**src/rtl/ppg_slot_sequencer.sv**
```systemverilog
`default_nettype none
// ============================================================================
// ppg_slot_sequencer : RED -> IR -> DARK optical slot sequencer with per-slot
//                      settle blanking, ADC window averaging, frame publish.
// Revision: 1.0
// ============================================================================
module ppg_slot_sequencer #(
  parameter int SETTLE_CYCLES = 2,
  parameter int SAMPLE_LOG2   = 3
) (
  input  logic       CLK,
  input  logic       rst_n,
  input  logic       enable,
  input  logic [6:0] red_dc_comp,
  input  logic [3:0] red_pga,
  input  logic [6:0] ir_dc_comp,
  input  logic [3:0] ir_pga,
  input  logic [3:0] led_drive_cfg,
  input  logic [7:0] ADC,
  output logic       LED_RED,
  output logic       LED_IR,
  output logic [3:0] LED_DRIVE,
  output logic [6:0] DC_Comp,
  output logic [3:0] PGA_Gain,
  output logic [7:0] RED_ADC_Value,
  output logic [7:0] IR_ADC_Value,
  output logic [7:0] DARK_ADC_Value,
  output logic       frame_valid,
  output logic       busy
);

  localparam int         ACC_W        = 8 + SAMPLE_LOG2;
  localparam logic [4:0] SETTLE_LAST  = 5'(SETTLE_CYCLES - 1);
  localparam logic [4:0] SAMPLE_LAST  = 5'((1 << SAMPLE_LOG2) - 1);
  localparam logic [6:0] IDLE_DC_COMP = 7'd64;

  typedef enum logic [2:0] {
    IDLE        = 3'd0,
    RED_SETTLE  = 3'd1,
    RED_SAMPLE  = 3'd2,
    IR_SETTLE   = 3'd3,
    IR_SAMPLE   = 3'd4,
    DARK_SETTLE = 3'd5,
    DARK_SAMPLE = 3'd6
  } state_t;

  state_t           state_q, state_d;
  logic [4:0]       cnt_q, cnt_d;
  logic [ACC_W-1:0] acc_q, acc_d, acc_sum;
  logic [7:0]       slot_avg;
  logic             capture;

  logic [6:0] red_dc_q, red_dc_d, ir_dc_q, ir_dc_d;
  logic [3:0] red_pga_q, red_pga_d, ir_pga_q, ir_pga_d, drive_q, drive_d;
  logic [7:0] red_slot_q, red_slot_d, ir_slot_q, ir_slot_d;

  logic       led_red_q, led_red_d, led_ir_q, led_ir_d;
  logic [3:0] led_drive_q, led_drive_d, pga_gain_q, pga_gain_d;
  logic [6:0] dc_comp_q, dc_comp_d;
  logic [7:0] red_val_q, red_val_d, ir_val_q, ir_val_d, dark_val_q, dark_val_d;
  logic       frame_valid_q, frame_valid_d, busy_q, busy_d;

  // Window sum including the current edge's sample; max 255 * 2^N fits ACC_W.
  always_comb begin
    acc_sum  = acc_q + ACC_W'(ADC);
    slot_avg = 8'(acc_sum >> SAMPLE_LOG2);
  end

  always_comb begin
    state_d       = state_q;
    cnt_d         = cnt_q;
    acc_d         = acc_q;
    capture       = 1'b0;
    red_slot_d    = red_slot_q;
    ir_slot_d     = ir_slot_q;
    red_val_d     = red_val_q;
    ir_val_d      = ir_val_q;
    dark_val_d    = dark_val_q;
    frame_valid_d = 1'b0;

    case (state_q)
      IDLE: begin
        cnt_d = 5'd0;
        acc_d = '0;
        if (enable) begin
          capture = 1'b1;
          state_d = RED_SETTLE;
        end
      end

      RED_SETTLE, IR_SETTLE, DARK_SETTLE: begin
        acc_d = '0;
        if (cnt_q == SETTLE_LAST) begin
          cnt_d = 5'd0;
          case (state_q)
            RED_SETTLE: state_d = RED_SAMPLE;
            IR_SETTLE:  state_d = IR_SAMPLE;
            default:    state_d = DARK_SAMPLE;
          endcase
        end else begin
          cnt_d = cnt_q + 5'd1;
        end
      end

      RED_SAMPLE, IR_SAMPLE, DARK_SAMPLE: begin
        if (cnt_q == SAMPLE_LAST) begin
          cnt_d = 5'd0;
          acc_d = '0;
          case (state_q)
            RED_SAMPLE: begin
              red_slot_d = slot_avg;
              state_d    = IR_SETTLE;
            end
            IR_SAMPLE: begin
              ir_slot_d = slot_avg;
              state_d   = DARK_SETTLE;
            end
            default: begin
              // All three values move together so readers never see a mixed frame.
              red_val_d     = red_slot_q;
              ir_val_d      = ir_slot_q;
              dark_val_d    = slot_avg;
              frame_valid_d = 1'b1;
              if (enable) begin
                capture = 1'b1;
                state_d = RED_SETTLE;
              end else begin
                state_d = IDLE;
              end
            end
          endcase
        end else begin
          cnt_d = cnt_q + 5'd1;
          acc_d = acc_sum;
        end
      end

      default: begin
        state_d = IDLE;
        cnt_d   = 5'd0;
        acc_d   = '0;
      end
    endcase
  end

  always_comb begin
    red_dc_d  = red_dc_q;
    red_pga_d = red_pga_q;
    ir_dc_d   = ir_dc_q;
    ir_pga_d  = ir_pga_q;
    drive_d   = drive_q;
    if (capture) begin
      red_dc_d  = red_dc_comp;
      red_pga_d = red_pga;
      ir_dc_d   = ir_dc_comp;
      ir_pga_d  = ir_pga;
      drive_d   = led_drive_cfg;
    end
  end

  // Outputs are decoded from the state being entered so they switch on that edge.
  always_comb begin
    led_red_d   = 1'b0;
    led_ir_d    = 1'b0;
    led_drive_d = drive_d;
    dc_comp_d   = red_dc_d;
    pga_gain_d  = red_pga_d;
    busy_d      = 1'b1;
    case (state_d)
      RED_SETTLE, RED_SAMPLE: led_red_d = 1'b1;
      IR_SETTLE, IR_SAMPLE: begin
        led_ir_d   = 1'b1;
        dc_comp_d  = ir_dc_d;
        pga_gain_d = ir_pga_d;
      end
      DARK_SETTLE, DARK_SAMPLE: ;
      default: begin
        led_drive_d = 4'd0;
        dc_comp_d   = IDLE_DC_COMP;
        pga_gain_d  = 4'd0;
        busy_d      = 1'b0;
      end
    endcase
  end

  always_ff @(posedge CLK or negedge rst_n) begin
    if (!rst_n) begin
      state_q       <= IDLE;
      cnt_q         <= 5'd0;
      acc_q         <= '0;
      red_dc_q      <= 7'd0;
      red_pga_q     <= 4'd0;
      ir_dc_q       <= 7'd0;
      ir_pga_q      <= 4'd0;
      drive_q       <= 4'd0;
      red_slot_q    <= 8'd0;
      ir_slot_q     <= 8'd0;
      led_red_q     <= 1'b0;
      led_ir_q      <= 1'b0;
      led_drive_q   <= 4'd0;
      dc_comp_q     <= IDLE_DC_COMP;
      pga_gain_q    <= 4'd0;
      red_val_q     <= 8'd0;
      ir_val_q      <= 8'd0;
      dark_val_q    <= 8'd0;
      frame_valid_q <= 1'b0;
      busy_q        <= 1'b0;
    end else begin
      state_q       <= state_d;
      cnt_q         <= cnt_d;
      acc_q         <= acc_d;
      red_dc_q      <= red_dc_d;
      red_pga_q     <= red_pga_d;
      ir_dc_q       <= ir_dc_d;
      ir_pga_q      <= ir_pga_d;
      drive_q       <= drive_d;
      red_slot_q    <= red_slot_d;
      ir_slot_q     <= ir_slot_d;
      led_red_q     <= led_red_d;
      led_ir_q      <= led_ir_d;
      led_drive_q   <= led_drive_d;
      dc_comp_q     <= dc_comp_d;
      pga_gain_q    <= pga_gain_d;
      red_val_q     <= red_val_d;
      ir_val_q      <= ir_val_d;
      dark_val_q    <= dark_val_d;
      frame_valid_q <= frame_valid_d;
      busy_q        <= busy_d;
    end
  end

  assign LED_RED        = led_red_q;
  assign LED_IR         = led_ir_q;
  assign LED_DRIVE      = led_drive_q;
  assign DC_Comp        = dc_comp_q;
  assign PGA_Gain       = pga_gain_q;
  assign RED_ADC_Value  = red_val_q;
  assign IR_ADC_Value   = ir_val_q;
  assign DARK_ADC_Value = dark_val_q;
  assign frame_valid    = frame_valid_q;
  assign busy           = busy_q;

endmodule
`default_nettype wire

```
**config.mk**
```make
export PLATFORM = sky130hd
export DESIGN_NAME = ppg_slot_sequencer
export DESIGN_NICKNAME = d
export VERILOG_FILES = /design/src/rtl/ppg_slot_sequencer.sv
export SDC_FILE = /design/constraint.sdc
export NUM_CORES = 1
export LEC_CHECK = 0
export ABC_CLOCK_PERIOD_IN_PS = 3680
export BUFFER_PORTS_ARGS = -buffer_cell sky130_fd_sc_hd__buf_2
export CAP_MARGIN = 20
export CORE_ASPECT_RATIO = 0.75
export CORE_MARGIN = 4
export CORE_UTILIZATION = 50
export DETAILED_ROUTE_END_ITERATION = 16
export GPL_ROUTABILITY_DRIVEN = 0
export MAX_ROUTING_LAYER = met4
export PLACE_DENSITY = 0.72
export SLEW_MARGIN = 25
export SYNTH_ARGS = -nofsm -noshare
export SYNTH_HDL_FRONTEND = slang
export SYNTH_SLANG_ARGS = --single-unit
export TNS_END_PERCENT = 5
```
**constraint.sdc**
```tcl
create_clock -name CLK -period 3.68 [get_ports CLK]
set_input_delay 0.552 -clock CLK [delete_from_list [all_inputs] [get_ports CLK]]
set_output_delay 0.552 -clock CLK [all_outputs]
set_load 0.02 [all_outputs]
```
# == Yosys cells after proc, flatten, opt, wreduce, memory -nomap -nowiden ==
# Index checks and enable logic that the tools add are counted.
# W data, S select, Z words.
# op_classes
n_addsub,2
eq_ne,14
muxes,30
n_bitwise,1
n_reduce_logical,11
# ops
operator,count
$mux W11,2
$eq A3 B3 Y1 const B,6
$mux W4,4
$mux W7,2
$pmux W7 S2,1
$eq A3 B2 Y1 const B,4
$pmux W3 S2,2
$add A11 B8 Y11,1
$mux W1,10
$mux W5,2
$pmux W5 S2,1
$mux W3,3
$pmux W3 S3,1
$reduce_and A3 Y1,3
$pmux W4 S2,1
$eq A3 B1 Y1 const B,2
$reduce_or A2 Y1,3
$reduce_or A3 Y1,2
$reduce_or A6 Y1,1
$add A5 B1 Y5 const B,1
$eq A5 B1 Y1 const B,1
$eq A5 B3 Y1 const B,1
$reduce_or A4 Y1,1
$logic_not A3 Y1,1
2 further kinds,2
# totals
reg_bits,104
in_bits,37
out_inout_bits,43

# == Longest topological paths before layout ==
# Gate-level depths: netlist of the first run.
# logic_depth
ltp_word,7
ltp_mapped,13

# == Worst setup path before layout of the first run ==
# No wires, ideal clock.
# synth_timing
path_kind,register -> register
from,register cnt_q[0]
to,register dc_comp_q[6] (netlist: DC_Comp[6])
setup_ns,0.074
t_arrival_ns,2.207
t_required_ns,3.606
setup_slack_ns,1.399
stages_incl_launch_ff,12
path_buffers,2
period_less_slack_ns,2.281
path_cell_list,dfrtp_1 > ha_1 > and4bb_4 > nor2_2 > o21ai_0 > and3_1 > ha_1 > nand3b_1 > and3_1 > buf_6 > buf_6 > o22ai_2
# synth_between
elab_chain_cells,6
# synth_rtl
item,line,source
from (decl),48,"logic [4:0] cnt_q, cnt_d;"
from (signal assigned),210,cnt_q <= cnt_d;
$eq A5 B3 Y1 or $eq A5 B1 Y1 (tied branches),"106, 93",
$mux W3 (on tied branches),"106, 93",
$pmux W3 S3 (*),81,case (state_q)
named net state_d[0],47,"state_t state_q, state_d;"
$eq A3 B3 Y1 (tied with other cells),169,case (state_d)
$reduce_or A4 Y1 (no line) or $reduce_or A2 Y1 (tied branches),-,
$pmux W7 S2 (*),169,
named net dc_comp_d[6],59,"logic [6:0] dc_comp_q, dc_comp_d;"
to (signal assigned),222,dc_comp_q <= dc_comp_d;
to (decl),59,
# The timed path passes the listed nets; every way through them passes the cells marked *.
# A chain may end at the register's enable or synchronous reset.

# == Worst setup path in the final report of the first run ==
# layout_timing
from,register cnt_q[0]
to,register pga_gain_q[3] (netlist: PGA_Gain[3])
# layout_between
elab_chain_cells,6
# layout_rtl
item,line,source
$eq A5 B3 Y1 or $eq A5 B1 Y1 (tied branches),"106, 93",
$mux W3 (on tied branches),"106, 93",
$pmux W3 S3 (*),81,
named net state_d[0],47,
$eq A3 B3 Y1 (tied with other cells),169,
$reduce_or A4 Y1 (no line) or $reduce_or A2 Y1 (tied branches),-,
$pmux W4 S2 (*),169,
named net pga_gain_d[3],58,"logic [3:0] led_drive_q, led_drive_d, pga_gain_q, pga_gain_d;"
to (signal assigned),223,pga_gain_q <= pga_gain_d;
to (decl),58,
# Marked as above.

==> results.json, run 1 <==
{
  "internal-power_w": 0.00284,
  "dieArea_um2": 10900,
  "synth_compound_area_frac": 0.0961,
  "grt_start_max_net_pins": 79,
  "globalRouteOverflowTotal": 0,
  "first_pass_iters": 4,
  "power.static_leakage_nw": 2.81,
  "setup_total_negative_slack_ns": 0,
  "clk_transition_reported_paths_ns": 0.07,
  "clockRootBuffer": "sky130_fd_sc_hd__clkbuf_16",
  "clock_power_share": 0.228,
  "clockBufferDepth": 2,
  "post-route-drc-count": 0,
  "fillCellCount": 767,
  "grt_use_total": 0.192,
  "irDropWorstVdd_mv": 0.587,
  "synth_fa_ha_area_frac": 0.0419,
  "numCtsBuffers": 9,
  "synth_enable_flop_cells": 0,
  "critical_path_required_ns": 3.89,
  "cp-start-kind": "register",
  "timing_max_transition_violations_final": 0,
  "finish.net_count": 542,
  "ys_async_sr_fraction": 1.00,
  "synth_to_final_area_change_pct": 17.5,
  "finalHoldViolations": 0,
  "die_width_um": 119,
  "register_area_um2": 2600,
  "drive_above_1_share": 0.299,
  "synth-seq-cells": 104,
  "p_per_area_nw_per_um2": 822,
  "switching_power_w": 0.00167,
  "mappedNetlistNets": 464,
  "routed_wire_length_um": 9480,
  "detailroute.via_count": 3196,
  "antenna_left": 0,
  "rsz0062_at_grt": "no",
  "antenna_found_initial": 0,
  "hold_class": "primary input to asynchronous set/reset pin",
  "post_synth_instance_area_um2": 4660,
  "max-slew-margin-rel": 0.353,
  "cp-end-kind": "register",
  "rows": 30,
  "post_drt_via_cell_ratio": 5.13,
  "num_io_pins": 80,
  "synth_top_family_by_area": "simple AND/OR/NAND/NOR gates",
  "p_seq_frac": 0.382,
  "core_region_area_um2": 9080,
  "ant_diodes": 0,
  "cap_violations": 0,
  "report.final.setup_viol": 0,
  "run_status": "finished, final reports clean",
  "gates_resized_cts_repair": 0,
  "synthDistinctLibCells": 50,
  "synth-simple-area-share": 0.142,
  "synth.mux.area_fraction": 0.100,
  "post_cts.repair.setup_buffers": 0,
  "yosys.area_share.xor_xnor": 0.0188,
  "multi_input_comb_area_um2": 1860,
  "power.switching_fraction": 0.370,
  "netlist_instances": 412,
  "wire_length_of_the_first_global_routing_pass_um": 16200,
  "synth-seq-area-share": 0.559,
  "detailedRoute.firstIterationViolations": 237,
  "worst-endpoint-arrival_ns": 2.82,
  "tritoncts_num_sinks": 104,
  "insertion_delay_ns": 0.34,
  "max_freq_ghz": 0.383,
  "power.share.combinational": 0.390,
  "timing.final.crit_period_ns": 2.61,
  "level_count_of_the_clock_h_tree": 3,
  "floorplan.initialDensity": 0.513,
  "port_buffers": 79,
  "dominantRegCellSynth": "sky130_fd_sc_hd__dfrtp_1",
  "post-route-period-util": 0.710,
  "worst-slew-pin-transition_ns": 0.965,
  "post-layout-total-power_w": 0.00451,
  "number_of_global_route_vias_before_repair": 3271,
  "die_y_um": 91.6,
  "avgRoutedWirePerCell_um": 15.2,
  "cts_hold_fix_bufs": 0,
  "finalClockSkew_ns": 0.00538,
  "clock_tree_from_tritoncts": "built",
  "syn-mean-instance-area_um2": 11.3,
  "yosysWarningCount": 0,
  "hpwl_reported_at_the_end_of_detailed_placement_um": 6730,
  "critPathKind": "register to register",
  "critical_path_peak_fanout": 17
}
-- per-stage QoR --
step                std cells  instance area [µm²]  setup WS (ns)  utilization  hold WS [ns]
global route              623                 5480          0.786        0.603         0.283
floorplan                 412                 4660           1.40            -         0.256
CTS                       623                 5470           1.07        0.603         0.398
finish                    623                 5480           1.07        0.603         0.223
detailed placement        607                 5150           1.08        0.567         0.454
global placement          607                 5150           1.26        0.567         0.448
-- flip-flops by register name (all words and copies together), names as in the netlist, 3 cells and up --
register        count
acc_q              11
DARK_ADC_Value      8
IR_ADC_Value        8
RED_ADC_Value       8
ir_slot_q           8
red_slot_q          8
DC_Comp             7
ir_dc_q             7
red_dc_q            7
cnt_q               5
LED_DRIVE           4
PGA_Gain            4
drive_q             4
ir_pga_q            4
red_pga_q           4
state_q             3
-- metal layers --
layer,vias up,share of wire,GRT usage
li1,1549,-,-
met5,-,0,-
met3,2,0.061,0.0475
met1,1555,0.45,0.255
met2,90,0.48,0.299
met4,0,0.0054,0.0467
-- worst paths after layout --
path | to | slack (ns) | cells after the start | from
setup / recovery | PGA_Gain[3]$_DFF_PN0_ | 1.07 | 10 | cnt_q[0]$_DFF_PN0_
min in group CLK | drive_q[0]$_DFF_PN0_ | 0.45 | 2 | led_drive_cfg[0]
hold reg to reg | IR_ADC_Value[6]$_DFFE_PN0P_ | 0.47 | 2 | IR_ADC_Value[6]$_DFFE_PN0P_
setup reg to reg | PGA_Gain[3]$_DFF_PN0_ | 1.07 | 10 | cnt_q[0]$_DFF_PN0_
hold / removal | DARK_ADC_Value[3]$_DFFE_PN0P_ | 0.22 | 1 | rst_n
max in group asynchronous | cnt_q[0]$_DFF_PN0_ | 2.76 | 2 | rst_n
-- power by group through the flow --
stage	Sequential, W	Combinational (W)	Clock [W]
6_report	0.00172	0.00176	0.00103
5_1_grt	0.00176	0.00198	0.00111
2_1_floorplan	0.00182	0.00126	0
3_5_place_dp	0.00174	0.00177	0
4_1_cts	0.00172	0.00178	0.00105
3_3_place_gp	0.00173	0.00170	0
-- cell usage after synthesis (all sizes together) (2+ instances only) --
master  count  area share
xnor2       5      0.0094
dfrtp     103        0.55
inv        24       0.019
nor3        3      0.0032
or4         2      0.0032
a21o        6      0.0097
and2        3      0.0040
a31oi       6      0.0081
clkbuf      6      0.0048
o31ai       4      0.0094
buf        11       0.018
nand3      10       0.011
a21boi      5      0.0081
nor2       22       0.018
a21oi      12       0.013
xor2        5      0.0094
ha         14       0.038
nand2      74       0.060
mux2i      13       0.028
mux2       30       0.072
nor2b       6      0.0081
nand2b      2      0.0027
and3        3      0.0040
o21a        3      0.0048
o21ai      22       0.031
-- layout by cell type (no fill, tap or decap), types with 2 or more instances in the layout --
cell / netlist / layout
sky130_fd_sc_hd__nand2b_1: 2 / 2
sky130_fd_sc_hd__a21boi_1: 4 / 4
sky130_fd_sc_hd__o21ai_0: 13 / 12
sky130_fd_sc_hd__o21a_1: 3 / 3
sky130_fd_sc_hd__clkbuf_1: 6 / 2
sky130_fd_sc_hd__nor2b_1: 6 / 6
sky130_fd_sc_hd__o21ai_2: 9 / 9
sky130_fd_sc_hd__buf_2: 6 / 78
sky130_fd_sc_hd__nor3_1: 3 / 3
sky130_fd_sc_hd__dfrtp_1: 103 / 103
sky130_fd_sc_hd__and3_1: 3 / 3
sky130_fd_sc_hd__o31ai_1: 3 / 3
sky130_fd_sc_hd__inv_1: 23 / 23
sky130_fd_sc_hd__nand2_1: 74 / 74
sky130_fd_sc_hd__nor2_1: 21 / 21
sky130_fd_sc_hd__bufinv_16: 0 / 2
sky130_fd_sc_hd__xnor2_1: 5 / 5
sky130_fd_sc_hd__a31oi_1: 6 / 6
sky130_fd_sc_hd__or4_1: 2 / 2
sky130_fd_sc_hd__a21o_1: 6 / 6
sky130_fd_sc_hd__buf_4: 1 / 5
sky130_fd_sc_hd__a21oi_1: 12 / 12
sky130_fd_sc_hd__mux2_2: 30 / 30
sky130_fd_sc_hd__ha_1: 14 / 14
sky130_fd_sc_hd__mux2i_1: 13 / 13
sky130_fd_sc_hd__clkbuf_16: 0 / 9
sky130_fd_sc_hd__xor2_1: 5 / 5
sky130_fd_sc_hd__nand3_1: 10 / 10
sky130_fd_sc_hd__and2_1: 3 / 3
-- critical path: stages, from the launching register on --
cell and delay, ns:
sky130_fd_sc_hd__dfrtp_1 0.41, sky130_fd_sc_hd__ha_1 0.30, sky130_fd_sc_hd__and4bb_4 0.25, sky130_fd_sc_hd__nor2_2 0.21
sky130_fd_sc_hd__o21ai_0 0.16, sky130_fd_sc_hd__and3_1 0.22, sky130_fd_sc_hd__ha_1 0.22, sky130_fd_sc_hd__nand3b_1 0.11
sky130_fd_sc_hd__and3_1 0.17, sky130_fd_sc_hd__buf_4 0.27, sky130_fd_sc_hd__o21ai_0 0.16
-- cell type report --
class | count | area share
Tap cell | 128 | 0.0292
Sequential cell | 104 | 0.475
Inverter | 24 | 0.0164
Timing Repair Buffer | 84 | 0.0802
Clock buffer | 12 | 0.0450
Multi-Input combinational cell | 267 | 0.340
Clock inverter | 4 | 0.0139
-- logic make-up after synthesis --
family                   after synthesis
XOR/XNOR                              10
AND/OR/NAND/NOR                      135
flip-flops                           104
adder cells (fa/ha/maj)               15
buffers and inverters                 41
AO/OA/AOI/OAI                         64
multiplexers                          43
Power figures use the tool's default switching activity.
==> run 2, diff against run 1 <==
--- a/config.mk
+++ b/config.mk
@@ -5,7 +5,8 @@
 export SDC_FILE = /design/constraint.sdc
 export NUM_CORES = 1
 export LEC_CHECK = 0
-export ABC_CLOCK_PERIOD_IN_PS = 3680
+export ABC_AREA = 1
+export ABC_CLOCK_PERIOD_IN_PS = 2400
 export BUFFER_PORTS_ARGS = -buffer_cell sky130_fd_sc_hd__buf_2
 export CAP_MARGIN = 20
 export CORE_ASPECT_RATIO = 0.75
@@ -14,7 +15,7 @@
 export DETAILED_ROUTE_END_ITERATION = 16
 export GPL_ROUTABILITY_DRIVEN = 0
 export MAX_ROUTING_LAYER = met4
-export PLACE_DENSITY = 0.72
+export PLACE_DENSITY = 0.75
 export SLEW_MARGIN = 25
 export SYNTH_ARGS = -nofsm -noshare
 export SYNTH_HDL_FRONTEND = slang
==> constraint.sdc (replaced) <==
create_clock -name CLK -period 2.4 [get_ports CLK]
set_input_delay 0.36 -clock CLK [delete_from_list [all_inputs] [get_ports CLK]]
set_output_delay 0.36 -clock CLK [all_outputs]
set_load 0.02 [all_outputs]
==> run 2 against run 1 <==
Synthesized cell count increased by 35%. Critical path depth increased by 2. Via count increased by 19%. Sequential share of layout area decreased by 0.82 points. Combinational power increased by 97%. Non-clock buffer count unchanged. Clock skew increased by 0.0035 ns. Power increased by 77%. Clock power increased by 50%. Maximum frequency increased by 15%.
==> results.json, run 2 <==
{
  "final_common_cell": "sky130_fd_sc_hd__nand2_1",
  "mappedNetlistNets": 608,
  "post-layout-total-power_w": 0.00796,
  "layout.cells.non_filler": 770,
  "detailroute.via_count": 3802,
  "cp-end-kind": "register",
  "port_buffers": 79,
  "worst-endpoint-arrival_ns": 2.51,
  "wire_length_of_the_first_global_routing_pass_um": 17900,
  "critical_path_peak_fanout": 7,
  "dominantRegCellSynth": "sky130_fd_sc_hd__dfrtp_1",
  "timing.final.crit_period_ns": 2.27,
  "detailedRoute.firstIterationViolations": 301,
  "max-slew-margin-rel": 0.602,
  "setup_total_negative_slack_ns": 0,
  "drive_above_1_share": 0.187,
  "report.final.setup_viol": 0,
  "dieArea_um2": 11100,
  "number_of_global_route_vias_before_repair": 3827,
  "globalRouteOverflowTotal": 0,
  "largest_register_ffs": 11,
  "layout.cells.most_common_list": "225 x sky130_fd_sc_hd__nand2_1, 103 x sky130_fd_sc_hd__dfrtp_1, 78 x sky130_fd_sc_hd__buf_2, 61 x sky130_fd_sc_hd__inv_1, 42 x sky130_fd_sc_hd__nand3_1",
  "grt_start_max_net_pins": 60,
  "avgRoutedWirePerCell_um": 13.2,
  "worst_r2r_startpoint": "cnt_q[0]$_DFF_PN0_",
  "final_core_utilization": 0.611,
  "grt_use_total": 0.204,
  "clock_tree_from_tritoncts": "built",
  "synth_to_final_area_change_pct": 17.7,
  "level_count_of_the_clock_h_tree": 3,
  "tritoncts_num_sinks": 104,
  "synth_top_cells_by_count": "225 x sky130_fd_sc_hd__nand2_1, 103 x sky130_fd_sc_hd__dfrtp_1, 61 x sky130_fd_sc_hd__inv_1",
  "routed_wire_length_um": 10200,
  "rows": 30,
  "post-route-drc-count": 0,
  "clockRootBuffer": "sky130_fd_sc_hd__clkbuf_16",
  "synthDominantAreaCellType": "sky130_fd_sc_hd__dfrtp_1",
  "synth_most_common_cell": "sky130_fd_sc_hd__nand2_1",
  "antenna_found_initial": 0,
  "netlist_instances": 556,
  "critical_path.top_delay_family": "simple AND/OR/NAND/NOR gates",
  "antenna_left": 0,
  "numCtsBuffers": 9,
  "timing_max_transition_violations_final": 0,
  "post_cts.repair.setup_buffers": 0,
  "post_synth_instance_area_um2": 4730,
  "fillCellCount": 830,
  "post_drt_via_cell_ratio": 4.94,
  "power.static_leakage_nw": 3.11,
  "clockBufferDepth": 2,
  "hold_path_startpoint": "ir_dc_comp[5]",
  "die_width_um": 120,
  "critical_path_required_ns": 2.64,
  "hold_class": "primary input to register",
  "timing.critical_path.from": "cnt_q[0]$_DFF_PN0_",
  "num_io_pins": 80,
  "register_containing_the_most_flip_flops_in_the_final_layout": "acc_q",
  "synth_enable_flop_cells": 0,
  "first_pass_iters": 5,
  "synthDistinctLibCells": 30,
  "run_status": "finished, final reports clean",
  "syn-mean-instance-area_um2": 8.52,
  "finalClockSkew_ns": 0.00889,
  "floorplan.initialDensity": 0.519,
  "die_y_um": 92.3,
  "core_region_area_um2": 9120,
  "synth-seq-area-share": 0.550,
  "synth-seq-cells": 104,
  "ys_top_cells_by_area": "sky130_fd_sc_hd__dfrtp_1 54%, sky130_fd_sc_hd__nand2_1 18%, sky130_fd_sc_hd__inv_1 4.8%",
  "critPathKind": "register to register",
  "ys_async_sr_fraction": 1.00,
  "max_stage_delay_on_crit_path_ns": 0.40,
  "worst_path_max_delay_cell": "sky130_fd_sc_hd__dfrtp_1",
  "finalHoldViolations": 0,
  "cp-start-kind": "register",
  "worst-slew-pin-transition_ns": 0.597,
  "ant_diodes": 0,
  "placed_cells_incl_taps": 753,
  "finish.net_count": 689,
  "clk_transition_reported_paths_ns": 0.07,
  "crit_path_cell_trace": "ha_1, nand2_2, nor2_4, inv_2, nor2_1, o21ai_0, nand3_1, inv_1, ha_1, buf_4, nand3_1, nand2_1",
  "hpwl_reported_at_the_end_of_detailed_placement_um": 7230,
  "irDropWorstVdd_mv": 0.548,
  "wp_buf_inv": 3,
  "p_per_area_nw_per_um2": 1430,
  "max_freq_ghz": 0.440,
  "insertion_delay_ns": 0.35,
  "post-route-period-util": 0.947,
  "yosysWarningCount": 0,
  "post-synth-top-area-fraction": 0.544,
  "cap_violations": 0
}
[run 2: cell types whose count changed in the layout (fill, tap and decap cells not counted), moves of 11 or more]
cell and delta:
sky130_fd_sc_hd__inv_1 +38, sky130_fd_sc_hd__nand3_1 +32, sky130_fd_sc_hd__mux2_2 -30, sky130_fd_sc_hd__mux2i_1 -13, sky130_fd_sc_hd__nor2_1 +11, sky130_fd_sc_hd__nand2_1 +151
[run 2: cells by family after synthesis]
family                   Yosys count  synth area share
AO/OA/AOI/OAI                     21            0.0248
AND/OR/NAND/NOR                  332             0.299
buffers and inverters             78            0.0737
adder cells (fa/ha/maj)           15            0.0412
flip-flops                       104             0.550
XOR/XNOR                           6            0.0111
[run 2: layer usage]
layer  part of all wire  global-route usage  vias to the layer above
met2               0.47               0.315                       95
met5                  0                   -                        -
met1               0.47               0.275                     1814
met3              0.042              0.0401                       21
met4              0.015              0.0585                        0
li1                   -                   -                     1872
[run 2: final cells by class]
class / instances / area (µm²) / area share
Clock inverter: 6 / 86.3 / 0.0155
Tap cell: 128 / 160 / 0.0287
Inverter: 64 / 240 / 0.0431
Sequential cell: 104 / 2600 / 0.467
Timing Repair Buffer: 84 / 450 / 0.0808
Clock buffer: 10 / 239 / 0.0429
Multi-Input combinational cell: 374 / 1790 / 0.322
[run 2: power breakdown]
group	total, W	internal (W)	switching [W]	leakage (nW)
sequential	0.00294	0.00257	0.000370	1.26
combinational	0.00347	0.00117	0.00229	1.69
clock	0.00155	0.000867	0.000686	0.160
[run 2: through the flow]
stage                     worst slack, ns  hold slack [ns]  instance area, µm²
after global routing              -0.0415            0.247                5570
after global placement              0.325            0.182                5230
after detailed placement            0.186            0.183                5230
final                               0.127            0.238                5570
after floorplan                     0.410           0.0644                4730
after CTS                           0.172            0.231                5560
[run 2: worst reg2reg max path: stages (launching register included)]
cell                      delay (ns)
sky130_fd_sc_hd__dfrtp_1        0.40
sky130_fd_sc_hd__ha_1           0.20
sky130_fd_sc_hd__nand2_2        0.09
sky130_fd_sc_hd__nor2_4         0.17
sky130_fd_sc_hd__inv_2          0.10
sky130_fd_sc_hd__nor2_1         0.12
sky130_fd_sc_hd__o21ai_0        0.10
sky130_fd_sc_hd__nand3_1        0.18
sky130_fd_sc_hd__inv_1          0.10
sky130_fd_sc_hd__ha_1           0.39
sky130_fd_sc_hd__buf_4          0.20
sky130_fd_sc_hd__nand3_1        0.08
sky130_fd_sc_hd__nand2_1        0.05
[run 2: path summary, 6_finish.rpt]
check / end / slack (ns) / depth (start not counted)
max: DC_Comp[3]$_DFF_PN0_ / 0.13 / 12
min: ir_dc_q[5]$_DFF_PN0_ / 0.24 / 3
max reg2reg: DC_Comp[3]$_DFF_PN0_ / 0.13 / 12
min reg2reg: drive_q[3]$_DFF_PN0_ / 0.47 / 2
max in group asynchronous: IR_ADC_Value[3]$_DFFE_PN0P_ / 1.35 / 3
min in group asynchronous: acc_q[3]$_DFF_PN0_ / 0.36 / 2
[run 2: what timing repair did]
item	4_1_cts	5_1_grt
setup endpoints to repair	0	5
hold buffers	1	0
gates resized for setup	0	3
endpoints found under the hold margin	5	0
